`src/rtl/mem_stage_lsu.sv`:
```
// mem_stage_lsu: memory-stage load/store unit for the RISC-V pipeline.
// Connects execute-stage load/store requests to a req/gnt/rvalid data
// memory. It forms byte enables and lane-shifted store data, aligns and
// extends load data, flags misaligned or illegal accesses, and stalls the
// pipeline while an access is outstanding.
// Optional feature: define LSU_TIMEOUT_EN to enable a watchdog that abandons
// an access after TIMEOUT_CYCLES cycles in REQ/RSP and pulses busError_M.
module mem_stage_lsu #(
  parameter int N              = 64,
  parameter int TIMEOUT_CYCLES = 255
) (
  input  logic           clk,
  input  logic           reset,
  input  logic           memRead_E,
  input  logic           memWrite_E,
  input  logic [2:0]     memWidth,
  input  logic           signedRead,
  input  logic [N-1:0]   addr_E,
  input  logic [N-1:0]   writeData_E,
  input  logic           flush,
  output logic           dm_req,
  output logic           dm_we,
  output logic [N-1:0]   dm_addr,
  output logic [N-1:0]   dm_wdata,
  output logic [N/8-1:0] dm_be,
  input  logic           dm_gnt,
  input  logic           dm_rvalid,
  input  logic [N-1:0]   dm_rdata,
  output logic           stall_M,
  output logic [N-1:0]   readDataMasked_M,
  output logic           loadValid_M,
  output logic           misaligned_M,
  output logic           busError_M
);

  localparam int BEW  = N / 8;
  localparam int OFFW = $clog2(BEW);

  typedef enum logic [1:0] {IDLE, REQ, RSP, DONE} state_t;

  state_t          state;

  // Decoded view of the execute-stage request
  logic            op_valid;
  logic            op_bad;
  logic            illegal;
  logic            start;
  logic [OFFW-1:0] off;
  logic [2:0]      amask;
  logic [7:0]      wmask8;
  logic [BEW-1:0]  op_be;
  logic [N-1:0]    op_wdata;
  logic [N-1:0]    op_addr;

  // Latched access attributes needed when the load data returns
  logic [1:0]      width_q;
  logic            signed_q;
  logic [OFFW-1:0] off_q;
  logic            kill_q;

  // Load data alignment and extension
  logic [N-1:0]    shifted;
  logic [N-1:0]    load_val;

  // Watchdog expiry for the current cycle (constant 0 without the watchdog)
  logic            tmo_hit;

  // Decode width, alignment and lane placement of the incoming request
  always_comb begin
    // NOTE: every signal gets a value on every path through this block so no latch is inferred.
    op_valid = memRead_E | memWrite_E;
    off      = addr_E[OFFW-1:0];
    case (memWidth[1:0])
      2'b00:   begin amask = 3'd0; wmask8 = 8'h01; end
      2'b01:   begin amask = 3'd1; wmask8 = 8'h03; end
      2'b10:   begin amask = 3'd3; wmask8 = 8'h0F; end
      default: begin amask = 3'd7; wmask8 = 8'hFF; end
    endcase
    illegal  = memWidth[2] | ((memWidth[1:0] == 2'b11) && (N == 32));
    op_bad   = illegal | ((off & OFFW'(amask)) != '0);
    op_be    = BEW'(wmask8) << off;
    op_wdata = writeData_E << {off, 3'b000};
    op_addr  = {addr_E[N-1:OFFW], {OFFW{1'b0}}};
    start    = !reset && (state == IDLE) && op_valid && !op_bad && !flush;
  end

  // Shift the returned word down to the accessed bytes, then extend
  always_comb begin
    shifted = dm_rdata >> {off_q, 3'b000};
    case (width_q)
      2'b00:   load_val = signed_q ? N'(signed'(shifted[7:0]))  : N'(shifted[7:0]);
      2'b01:   load_val = signed_q ? N'(signed'(shifted[15:0])) : N'(shifted[15:0]);
      2'b10:   load_val = signed_q ? N'(signed'(shifted[31:0])) : N'(shifted[31:0]);
      default: load_val = shifted;
    endcase
  end

  // NOTE: stall_M is combinational so the pipeline holds in the same cycle the access is accepted.
  assign stall_M = start | (state == REQ) | (state == RSP);

  // Access FSM with registered memory-side and result outputs
  always_ff @(posedge clk) begin
    // NOTE: sequential state uses non-blocking assignments so all registers update together at the edge.
    if (reset) begin
      state            <= IDLE;
      dm_req           <= 1'b0;
      dm_we            <= 1'b0;
      dm_addr          <= '0;
      dm_wdata         <= '0;
      dm_be            <= '0;
      width_q          <= '0;
      signed_q         <= 1'b0;
      off_q            <= '0;
      kill_q           <= 1'b0;
      readDataMasked_M <= '0;
      loadValid_M      <= 1'b0;
      misaligned_M     <= 1'b0;
    end else begin
      loadValid_M  <= 1'b0;
      misaligned_M <= 1'b0;
      case (state)
        IDLE: begin
          if (start) begin
            dm_req   <= 1'b1;
            dm_we    <= memWrite_E;
            dm_addr  <= op_addr;
            dm_wdata <= op_wdata;
            dm_be    <= op_be;
            width_q  <= memWidth[1:0];
            signed_q <= signedRead;
            off_q    <= off;
            kill_q   <= 1'b0;
            state    <= REQ;
          end else if (op_valid && op_bad && !flush) begin
            misaligned_M <= 1'b1;
          end
        end
        REQ: begin
          // A grant means the memory has taken the access, so it wins over flush
          if (dm_gnt) begin
            dm_req <= 1'b0;
            if (dm_we) begin
              state <= DONE;
            end else begin
              kill_q <= flush;
              state  <= RSP;
            end
          end else if (flush || tmo_hit) begin
            dm_req <= 1'b0;
            state  <= DONE;
          end
        end
        RSP: begin
          if (dm_rvalid) begin
            if (!(kill_q || flush)) begin
              readDataMasked_M <= load_val;
              loadValid_M      <= 1'b1;
            end
            state <= DONE;
          end else if (tmo_hit) begin
            state <= DONE;
          end else if (flush) begin
            kill_q <= 1'b1;
          end
        end
        default: begin
          kill_q <= 1'b0;
          state  <= IDLE;
        end
      endcase
    end
  end

`ifdef LSU_TIMEOUT_EN
  logic [31:0] tmo_cnt;

  // Expiry when this cycle would bring the count to the limit with no progress
  assign tmo_hit = ((state == REQ && !dm_gnt) || (state == RSP && !dm_rvalid)) &&
                   ((tmo_cnt + 32'd1) == 32'(TIMEOUT_CYCLES));

  // Watchdog counter and bus-error pulse
  always_ff @(posedge clk) begin
    if (reset) begin
      tmo_cnt    <= '0;
      busError_M <= 1'b0;
    end else begin
      busError_M <= tmo_hit;
      if (start) begin
        tmo_cnt <= '0;
      end else if (state == REQ || state == RSP) begin
        tmo_cnt <= tmo_cnt + 32'd1;
      end
    end
  end
`else
  localparam int unused_timeout_cycles = TIMEOUT_CYCLES;
  assign tmo_hit    = 1'b0;
  assign busError_M = 1'b0;
`endif

endmodule

```
`config.mk`:
```
export PLATFORM = sky130hd
export DESIGN_NAME = mem_stage_lsu
export DESIGN_NICKNAME = d
export VERILOG_FILES = /design/src/rtl/mem_stage_lsu.sv
export SDC_FILE = /design/constraint.sdc
export NUM_CORES = 1
export LEC_CHECK = 0
export BUFFER_PORTS_ARGS = -buffer_cell sky130_fd_sc_hd__clkbuf_2
export CAP_MARGIN = 20
export CORE_ASPECT_RATIO = 1.5
export CORE_MARGIN = 5
export CORE_UTILIZATION = 30
export DETAILED_ROUTE_END_ITERATION = 8
export GPL_ROUTABILITY_DRIVEN = 1
export GPL_TIMING_DRIVEN = 0
export PLACE_DENSITY = 0.56
export SLEW_MARGIN = 20
export SYNTH_ARGS = -nofsm -noshare
export SYNTH_HDL_FRONTEND = slang
export SYNTH_SLANG_ARGS = --single-unit
```
`constraint.sdc`:
```
create_clock -name clk -period 2.6 [get_ports clk]
set_input_delay 0.39 -clock clk [delete_from_list [all_inputs] [get_ports clk]]
set_output_delay 0.39 -clock clk [all_outputs]
set_load 0.05 [all_outputs]
```
==> impl_metrics.ini <==
[detailed_routing]
first_pass_iters = 5
vias_per_cell = 5.223
vias = 11640
routed_wl_mm = 52.64
avgRoutedWirePerCell_um = 23.62
detail-route-antenna-nets = 0
drc = 0
drt_iter0_drc = 616

[clock_tree]
cts_tree = done
path_clk_slew_ns = 0.06
cts_root_buffer = clkbuf_16
insertion_delay_ns = 0.55
cts_inserted_buffers = 24
cts_hold_buffers = 0
clock_sinks = 210
clock_path_buffers = 3
cts_htree_levels = 1

[worst_setup_path]
critical_path.startpoint = off_q[0]
r2r_end = readDataMasked_M[13]
critPathMaxStageDelay_ns = 0.58
path_class = reg -> reg
critPathSlowestCell = a2bb2oi_1
cp_max_fo = 10
rrSetupSlack_ns = 0.10
ff2ff_path_depth = 7
path_cells = buf_2 -> clkbuf_4 -> clkbuf_1 -> a2bb2oi_1 -> o21a_1 -> nor2_1 -> o221a_2
crit_path_end_kind = flop
crit_required_ns = 3.03
arrival_ns = 2.92
start_kind = flop
rr_startpoint = off_q[0]

[floorplanning]
die_height_um = 243.4
die_area_um2 = 40310
ios = 409
start_util_pct = 30.31
row_count = 85
die_x_um = 165.6
core_um2 = 35950

[sta]
final_hold_viol_count = 0
post-route-period-util_pct = 96.08
setup_violations = 0
worst_slew_pin_slew_ns = 0.8879
rsz0062_at_grt = false
finClkSkew_ns = 0.01380
holdWs_ns = 0.06543
fin_crit_ns = 2.498
slew_headroom_pct = 40.59
max_freq_ghz = 0.4003
tns_ns = 0
final_max_slew_viol_count = 0

[power_and_ir_drop]
pwr-share-comb_pct = 19.3
p_switching_mw = 2.714
ir_worst_vdd_mv = 0.4750
power_frac_clock_pct = 42.8
p_leak_nw = 5.981
p_int_mw = 6.211
p_seq_share_pct = 37.9
switching_share_pct = 30.41
powerDensity_nw_per_um2 = 616.5

[final_layout]
design_area_um2 = 14480
mostFrequentLayoutCells = clkbuf_2, nand2_1, dfxtp_1, a21oi_1, nor2_1
final_common_cell = clkbuf_2
nets = 1939
fillers = 3797
drive_gt1_share_pct = 35.28
syn_to_final_growth_pct = 32.87

[logic_synthesis]
synth_top_family_by_area = compound AO/OA/AOI/OAI gates
synth_warnings = 0
synthXorXnorAreaFrac_pct = 0
yosys.area_share.simple_pct = 16.71
synth.avg_cell_area_um2 = 8.375
synth.mux.area_fraction_pct = 17.60
syn_area_um2 = 10900
syn_inst = 1301
ys_seq_area_share_pct = 38.59
ys_ff_latch = 210
yosysUniqueCellTypes = 58
synth_fa_ha_area_share_pct = 0.4593
synth_compound_area_share_pct = 20.98

[worst_hold_path]
min_from = addr_E[33]
min_path_type = in -> reg
holdPathEnd = dm_addr[33]
min_delay_path_depth = 3

[placement]
dp_hpwl_mm = 42.91
port_buffers = 401
place_congestion = 0.9708
placed_area_um2 = 13510

[flow_run]
cap_violations = 0

[global_routing]
grt_max_degree = 20
gr-total-overflow = 0
grt_util_all_layers_pct = 24.69
grt_pass1_vias = 11890
grt_antenna_before_repair = 3
grt_pass1_wl_mm = 76.96

[outcome]
status = complete, no violations
## logic make-up (layout without fill, tap and decap cells)
group                      after synthesis  in the layout
AOI/OAI and AO/OA                      371            371
adders and majority gates                4              4
buffers and inverters                  132            577
DFF                                    210            210
muxes                                  161            161
other                                    1              6
and+or+nand+nor                        422            422
## worst max path at each step
stage | endpoint | slack (ns) | cells after the start
after CTS | stall_M | -0.04 | 8
final | readDataMasked_M[13] | 0.10 | 7
after global routing | readDataMasked_M[19] | 0.0008 | 8
after floorplan | stall_M | 0.22 | 7
after detailed placement | stall_M | -0.66 | 9
after global placement | stall_M | -0.65 | 9
## cells in the mapped netlist (all sizes together)
cell type / instances / area (um2)
a31oi: 1 / 6.260
ha: 4 / 50.05
o21a: 10 / 75.07
mux2: 65 / 732.0
nor4: 2 / 27.53
nor3: 12 / 81.33
a21o: 5 / 37.54
nand3: 12 / 60.06
and3b: 1 / 8.760
nor2: 101 / 381.6
a211o: 9 / 78.83
nor2b: 4 / 25.02
nor4bb: 1 / 10.01
dfxtp: 210 / 4204
o221ai: 8 / 70.07
a211oi: 39 / 317.8
nor3b: 1 / 12.51
and2: 2 / 12.51
or3: 19 / 118.9
o21ai: 65 / 329.1
a2bb2oi: 8 / 70.07
o22ai: 16 / 113.9
o211a: 1 / 10.01
nand4: 1 / 6.260
or4: 2 / 15.01
a32oi: 1 / 8.760
o221a: 8 / 90.09
nor4b: 1 / 8.760
nand3b: 10 / 75.07
a22oi: 7 / 52.55
mux4: 17 / 382.9
mux2i: 79 / 803.3
a21oi: 182 / 918.4
o211ai: 1 / 7.510
nand2b: 4 / 25.02
buf: 52 / 311.5
or2: 7 / 43.79
conb: 1 / 3.750
clkbuf: 71 / 267.8
nand2: 242 / 908.4
inv: 9 / 33.78
o2111ai: 1 / 8.760
a221oi: 9 / 91.34
## timing repair
| action | CTS | global route |
|---|---|---|
| pin swaps | 0 | 1 |
| buffers inserted | 1 | 3 |
| gates resized for setup | 12 | 9 |
| gates cloned | 0 | 0 |
| endpoints found under the setup margin | 79 | 51 |
## power by group through the flow
| stage | clock [mW] | combinational, mW | sequential, mW |
|---|---|---|---|
| finish | 3.82 | 1.72 | 3.38 |
| global route | 4.03 | 1.82 | 3.39 |
| CTS | 3.91 | 1.71 | 3.38 |
| detailed placement | 0 | 1.69 | 3.45 |
| global placement | 0 | 1.69 | 3.45 |
| floorplan | 0 | 0.723 | 3.77 |
## critical path, delay by kind of cell, from the launching register on
kind	cells	cell delay (ns)
compound gates	3	1.03
buf+inv	3	1.01
flops	1	0.30
simple gates	1	0.05
## layout make-up
type	instances	area (um2)	area share, %
timing repair buffer	405	2046	14.13
inverter	9	33.78	0.2334
sequential	210	4204	29.04
tap	478	598.1	4.131
clock inverter	10	193.9	1.340
clock buffer	33	684.4	4.728
antenna	2	5.005	0.03457
multi-input combinational	962	6125	42.31
buffer	120	586.8	4.054
## sequential cells by signal, indices dropped and copies added, names as in the netlist, 2 cells and up
signal,cells
readDataMasked_M,64
dm_addr,61
state,2
width_q,2
dm_be,8
off_q,3
dm_wdata,64
## layer usage
layer  vias up  wire (um)  global-route usage [%]
li1       5464          -                       -
met1      5483      18570                   25.34
met2       557      27200                   45.94
met3       135       3621                   5.805
met4         2       3225                   13.45
met5         -         20                       0
## stage by stage
stage / util, % / total power, mW / cells / setup slack (ns)
after detailed placement: 37.59 / 5.141 / 2183 / -0.6643
after CTS: 40.13 / 9.000 / 2224 / -0.04197
after global placement: 37.59 / 5.138 / 2183 / -0.6466
after floorplan: - / 4.490 / 1304 / 0.2171
final: 40.27 / 8.925 / 2229 / 0.1019
after global routing: 40.27 / 9.242 / 2229 / 0.0007812
No activity file was read; power rests on OpenSTA's default activity.
